`src/rtl/gcd_host_if.sv`:
```
// Stream, engine and result signals of the GCD host, bundled for port connection.
// The slave modport is the host's view; master is the view of whatever surrounds it.
interface gcd_host_if #(
    parameter int WIDTH = 16
);
    logic             op_valid;
    logic             op_ready;
    logic [WIDTH-1:0] op_a;
    logic [WIDTH-1:0] op_b;
    logic [WIDTH-1:0] eng_a;
    logic [WIDTH-1:0] eng_b;
    logic             eng_start;
    logic [WIDTH-1:0] eng_dout;
    logic             eng_done;
    logic             res_valid;
    logic             res_ready;
    logic [WIDTH-1:0] res_data;
    logic             res_err;
    logic             busy;

    modport slave (
        input  op_valid, op_a, op_b, eng_dout, eng_done, res_ready,
        output op_ready, eng_a, eng_b, eng_start, res_valid, res_data, res_err, busy
    );

    modport master (
        output op_valid, op_a, op_b, eng_dout, eng_done, res_ready,
        input  op_ready, eng_a, eng_b, eng_start, res_valid, res_data, res_err, busy
    );
endinterface

```
`src/rtl/gcd_host.sv`:
```
// Host initiator for a subtraction GCD engine: issues operand pairs, collects results
// in order through a small FIFO, bypasses zero operands and times out stuck transactions.
module gcd_host #(
    parameter int WIDTH   = 16,
    parameter int DEPTH   = 4,
    parameter int TIMEOUT = 1024
) (
    input  logic       clk_i,
    input  logic       reset_i,
    gcd_host_if.slave  bus_io
);
    localparam int PW = $clog2(DEPTH);
    localparam int CW = $clog2(TIMEOUT + 1);
    localparam logic [CW-1:0] TMO_LAST = CW'(TIMEOUT - 1);
    localparam logic [PW:0]   CNT_FULL = (PW + 1)'(DEPTH);

    typedef enum logic [1:0] {
        IDLE  = 2'd0,
        ISSUE = 2'd1,
        WAIT  = 2'd2
    } state_t;

    state_t           state_q, state_d;
    logic [WIDTH-1:0] eng_a_q, eng_a_d;
    logic [WIDTH-1:0] eng_b_q, eng_b_d;
    logic [CW-1:0]    tmo_q, tmo_d;

    logic [WIDTH:0]   mem_q [DEPTH];
    logic [PW-1:0]    wr_q, rd_q;
    logic [PW:0]      cnt_q;

    logic             accept_s, push_s, pop_s, not_empty_s;
    logic [WIDTH:0]   push_entry_s;

    assign not_empty_s      = (cnt_q != '0);
    assign bus_io.op_ready  = (state_q == IDLE) && (cnt_q < CNT_FULL) && !reset_i;
    assign accept_s         = bus_io.op_valid && bus_io.op_ready;
    assign pop_s            = not_empty_s && bus_io.res_ready;

    assign bus_io.eng_a     = eng_a_q;
    assign bus_io.eng_b     = eng_b_q;
    assign bus_io.eng_start = (state_q == ISSUE);
    assign bus_io.busy      = (state_q != IDLE);
    assign bus_io.res_valid = not_empty_s;
    assign bus_io.res_data  = not_empty_s ? mem_q[rd_q][WIDTH-1:0] : '0;
    assign bus_io.res_err   = not_empty_s ? mem_q[rd_q][WIDTH] : 1'b0;

    // Next-state, operand latch and FIFO push decode.
    always_comb begin
        state_d      = state_q;
        eng_a_d      = eng_a_q;
        eng_b_d      = eng_b_q;
        tmo_d        = tmo_q;
        push_s       = 1'b0;
        push_entry_s = '0;
        case (state_q)
            IDLE: begin
                if (accept_s) begin
                    if ((bus_io.op_a != '0) && (bus_io.op_b != '0)) begin
                        eng_a_d = bus_io.op_a;
                        eng_b_d = bus_io.op_b;
                        state_d = ISSUE;
                    end else begin
                        // A zero operand would spin the engine forever; answer locally.
                        push_s       = 1'b1;
                        push_entry_s = {(bus_io.op_a == '0) && (bus_io.op_b == '0),
                                        bus_io.op_a | bus_io.op_b};
                    end
                end else begin
                    state_d = IDLE;
                end
            end
            ISSUE: begin
                state_d = WAIT;
                tmo_d   = '0;
            end
            WAIT: begin
                if (bus_io.eng_done) begin
                    push_s       = 1'b1;
                    push_entry_s = {1'b0, bus_io.eng_dout};
                    state_d      = IDLE;
                end else if (tmo_q == TMO_LAST) begin
                    push_s       = 1'b1;
                    push_entry_s = {1'b1, {WIDTH{1'b0}}};
                    state_d      = IDLE;
                end else begin
                    tmo_d = (tmo_q == '1) ? tmo_q : tmo_q + CW'(1);
                end
            end
            default: begin
                state_d = IDLE;
            end
        endcase
    end

    // Control state, engine operands and timeout counter.
    always_ff @(posedge clk_i) begin
        if (reset_i) begin
            state_q <= IDLE;
            eng_a_q <= '0;
            eng_b_q <= '0;
            tmo_q   <= '0;
        end else begin
            state_q <= state_d;
            eng_a_q <= eng_a_d;
            eng_b_q <= eng_b_d;
            tmo_q   <= tmo_d;
        end
    end

    // FIFO storage; contents past the pointers are never observed, so no reset.
    always_ff @(posedge clk_i) begin
        if (push_s) begin
            mem_q[wr_q] <= push_entry_s;
        end
    end

    // FIFO pointers and occupancy.
    always_ff @(posedge clk_i) begin
        if (reset_i) begin
            wr_q  <= '0;
            rd_q  <= '0;
            cnt_q <= '0;
        end else begin
            if (push_s) begin
                wr_q <= wr_q + PW'(1);
            end
            if (pop_s) begin
                rd_q <= rd_q + PW'(1);
            end
            case ({push_s, pop_s})
                2'b10:   cnt_q <= cnt_q + (PW + 1)'(1);
                2'b01:   cnt_q <= cnt_q - (PW + 1)'(1);
                default: cnt_q <= cnt_q;
            endcase
        end
    end
endmodule

```
`src/flat_wrapper.sv`:
```
// flat-port wrapper written by rule: the top's interface ports become plain ports
module gcd_host_flat 
#(
    parameter int WIDTH   = 16,
    parameter int DEPTH   = 4,
    parameter int TIMEOUT = 1024
)
  (clk_i, reset_i, bus_io_op_valid, bus_io_op_a, bus_io_op_b, bus_io_eng_dout, bus_io_eng_done, bus_io_res_ready, bus_io_op_ready, bus_io_eng_a, bus_io_eng_b, bus_io_eng_start, bus_io_res_valid, bus_io_res_data, bus_io_res_err, bus_io_busy);
  gcd_host_if #(.WIDTH(WIDTH)) bus_io_i ();
  input  logic clk_i;
  input  logic reset_i;
  input wire logic [$bits(bus_io_i.op_valid)-1:0] bus_io_op_valid;
  input wire logic [$bits(bus_io_i.op_a)-1:0] bus_io_op_a;
  input wire logic [$bits(bus_io_i.op_b)-1:0] bus_io_op_b;
  input wire logic [$bits(bus_io_i.eng_dout)-1:0] bus_io_eng_dout;
  input wire logic [$bits(bus_io_i.eng_done)-1:0] bus_io_eng_done;
  input wire logic [$bits(bus_io_i.res_ready)-1:0] bus_io_res_ready;
  output wire logic [$bits(bus_io_i.op_ready)-1:0] bus_io_op_ready;
  output wire logic [$bits(bus_io_i.eng_a)-1:0] bus_io_eng_a;
  output wire logic [$bits(bus_io_i.eng_b)-1:0] bus_io_eng_b;
  output wire logic [$bits(bus_io_i.eng_start)-1:0] bus_io_eng_start;
  output wire logic [$bits(bus_io_i.res_valid)-1:0] bus_io_res_valid;
  output wire logic [$bits(bus_io_i.res_data)-1:0] bus_io_res_data;
  output wire logic [$bits(bus_io_i.res_err)-1:0] bus_io_res_err;
  output wire logic [$bits(bus_io_i.busy)-1:0] bus_io_busy;
  assign bus_io_i.op_valid = bus_io_op_valid;
  assign bus_io_i.op_a = bus_io_op_a;
  assign bus_io_i.op_b = bus_io_op_b;
  assign bus_io_i.eng_dout = bus_io_eng_dout;
  assign bus_io_i.eng_done = bus_io_eng_done;
  assign bus_io_i.res_ready = bus_io_res_ready;
  assign bus_io_op_ready = bus_io_i.op_ready;
  assign bus_io_eng_a = bus_io_i.eng_a;
  assign bus_io_eng_b = bus_io_i.eng_b;
  assign bus_io_eng_start = bus_io_i.eng_start;
  assign bus_io_res_valid = bus_io_i.res_valid;
  assign bus_io_res_data = bus_io_i.res_data;
  assign bus_io_res_err = bus_io_i.res_err;
  assign bus_io_busy = bus_io_i.busy;
  gcd_host #(.WIDTH(WIDTH), .DEPTH(DEPTH), .TIMEOUT(TIMEOUT)) u_core (.clk_i(clk_i), .reset_i(reset_i), .bus_io(bus_io_i));
endmodule
```
`config.mk`:
```
export PLATFORM = sky130hd
export DESIGN_NAME = gcd_host_flat
export DESIGN_NICKNAME = d
export VERILOG_FILES = /design/src/rtl/gcd_host_if.sv /design/src/rtl/gcd_host.sv /design/src/flat_wrapper.sv
export SDC_FILE = /design/constraint.sdc
export NUM_CORES = 1
export LEC_CHECK = 0
export ABC_AREA = 1
export BUFFER_PORTS_ARGS = -buffer_cell sky130_fd_sc_hd__buf_4
export CORE_MARGIN = 3
export CORE_UTILIZATION = 50
export CTS_BUF_LIST = sky130_fd_sc_hd__clkbuf_8 sky130_fd_sc_hd__clkbuf_16
export DETAILED_ROUTE_END_ITERATION = 10
export GPL_TIMING_DRIVEN = 0
export PLACE_DENSITY = 0.77
export SETUP_SLACK_MARGIN = 0.3
export SYNTH_ARGS = -nofsm -noshare
export SYNTH_HDL_FRONTEND = slang
export SYNTH_SLANG_ARGS = --single-unit
```
`constraint.sdc`:
```
create_clock -name clk_i -period 2.6 [get_ports clk_i]
set_input_delay 0.65 -clock clk_i [delete_from_list [all_inputs] [get_ports clk_i]]
set_output_delay 0.65 -clock clk_i [all_outputs]
set_load 0.01 [all_outputs]
```
==> results.txt <==
Outcome - complete, no violations
Pwr Density - 787.8 nW/um^2
Core area - 10460 um^2
Final Skew - 6.741 ps
Most Used Layer, Global Route - met2
Max FO, Critical Path - 5
FF/Latch Area - 3131 um^2
Clock Latency Late Sink - 530 ps
Synth Warn # - 0
Final critical-path required period - 2497 ps
Crit-path leading delay family - buffers and inverters
Nets - 810
Multi-input combinational cell area - 2212 um^2
Area grow syn2layout - 38.00%
Maxcap violations - 0
Peak Freq - 400.5 MHz
Final Slew Violations - 0
H-tree levels - 4
DR vias/cell - 5.474
Die span in y - 110.6 um
GR Util met3 - 8.603%
Vias in the first global route - 4832
Routed Antenna Nets - 0
Top-area cell type share of the netlist area - 37.36%
Worst Setup Path Type - reg2out
Antenna violations before repair - 0
Required time worst endpoint - 1950 ps
CTS Root Cell - clkbuf_8
Drt wl/cell - 17.08 um
Worst-margin pin slew - 718.7 ps
Tot Pwr - 5.942 mW
CP bufs+invs - 4
Commonest cells after routing, fill and taps aside - buf_4, nand2_1, nor2_1
Crit start category - flop
CTS tree - built
Slowest cell delay on critical path - 320 ps
Initial DRC Count - 441
Reg clk slew, reported paths - 70 ps
Hold Fails Final Rpt - 0
Worst vdd ir - 463.7 uV
Hold WC Path Type - in2reg
DPL Wire Length - 10170 um
Netlist Area Pre-Place - 5465 um^2
Initial Utilization - 52.24%
Fin Setup TNS - 0 ps
Critical path cell sequence - buf_6, buf_6, buf_8, nor2_2, nor2_1, o21ai_1, a21oi_2, buf_4
Largest area contributor in the netlist - edfxtp_1
Hold depth - 3
Register bit count reported by yosys - 122
Mapped Cells - 610
Routability cong. - 0.9246
Worst R2R Path Depth - 15
Die X - 110.6 um
Post-synthesis sequential area ratio - 57.14%
Filler cell count - 697
Maximum clock path buffer count - 2
Critical path depth in cells - 8
Pin count of the biggest net entering global routing - 18
CTS sink cnt - 122
Drt total wl - 15360 um
Unrepaired setup endpoints after global routing - yes
Commonest non-fill, non-tap cell in the layout - buf_4
P_leak - 2.992 nW
Vias after detailed routing - 4921
Grt total ovfl - 0
Layout cells sized above 1 - 34.34%
PortBufs - 104
Post-synth cell types - 33
Most frequent CP cell - buf_6
M1 GR Usage - 29.41%
Ranking of synthesized cells by area - edfxtp_1, dfxtp_1, nor2_1
Grt met2 use - 41.87%
Slowest cell on crit path - dfxtp_2
CP endpoint kind - output pin
Arrival time at the worst endpoint - 1850 ps
Die area - 12220 um^2
Iteration count of the initial detailed-routing pass - 5
Syn nets - 670
TritonCTS Buffers - 17
All-layer global routing usage - 24.73%
N_diodes - 0
Num rows - 37
Mapped Avg Cell Area - 8.959 um^2
First-pass GRT wire length - 24060 um
Post-route clock period utilization - 96.04%
I/O pin count - 106
Post-route DRC violation count - 0
Rel. slew slack - 51.68%
# setup viols final - 0
## state kept, by name (all words and copies together), names as in the netlist, named ones only
signal and flops:
u_core.cnt_q 3, u_core.bus_io.eng_a 16, u_core.tmo_q 11, u_core.rd_q 2, u_core.wr_q 2, u_core.state_q 2, u_core.bus_io.eng_b 16, u_core.mem_q 68
## synthesized netlist by cell type (all sizes together)
cell	n
ha	6
nand3	30
nor3	4
nor3b	2
buf	13
inv	36
edfxtp	68
fa	1
nor2	134
dfxtp	54
nand2	117
o21a	1
a21oi	65
clkbuf	16
o21ai	58
clkinv	1
o31ai	1
nand4	3
## metrics by stage
| step | util (%) | instance area (um^2) | setup slack (ps) | std cells | hold WS [ps] |
|---|---|---|---|---|---|
| 2_1_floorplan | - | 5475 | 108.4 | 610 | 435.7 |
| 3_3_place_gp | 61.42 | 6426 | -638.2 | 850 | 450.0 |
| 3_5_place_dp | 61.71 | 6456 | -523.0 | 852 | 456.9 |
| 4_1_cts | 70.53 | 7380 | 137.1 | 895 | 368.8 |
| 5_1_grt | 72.09 | 7542 | 35.42 | 899 | 378.6 |
| 6_report | 72.09 | 7542 | 102.9 | 899 | 385.9 |
## report_power, final
part,internal (mW),switching [mW]
sequential,2.09,0.0532
clock,1.33,1.01
combinational,0.652,0.800
## routing by layer
layer,vias to the layer above,routed length (um)
li1,2321,-
met1,2316,5855
met2,248,7606
met3,36,1575
met4,0,319
met5,-,0
## what timing repair did
action	4_1_cts	5_1_grt
gates cloned	2	1
setup buffers	9	3
pin swaps	16	24
hold buffers	0	0
gates resized for setup	79	47
endpoints found under the setup margin	53	55
## final cells by class
type                    count  area share, %
flip-flops and latches    122          41.51
multi-input cells         422          29.33
repair buffers            121          12.92
clock buffers              17          5.491
plain buffers              29          4.048
clock inverters            15          2.372
well taps                 136          2.256
inverters                  37          2.074
## cell families after synthesis
group                      count (synthesis)  synth area share, %
AOI/OAI and AO/OA                        125                12.23
DFF                                      122                57.14
adders and majority gates                  7                1.740
buffers and inverters                     66                5.929
and+or+nand+nor                          290                22.96
## worst min-delay path, cell delays in order
cell and delay, ps:
buf_4 120, nand2_1 60, a21oi_1 50
## path summary, 6_finish.rpt
path                           startpoint                       to  slack [ps]
setup / recovery                     flop      bus_io_res_data[13]         100
hold / removal            bus_io_op_b[12]  u_core.bus_io.eng_b[12]         390
setup reg to reg          u_core.tmo_q[0]          u_core.cnt_q[2]         450
hold reg to reg   u_core.bus_io.eng_a[12]  u_core.bus_io.eng_a[12]         470
Note: power is estimated with default switching activity, not from simulation.
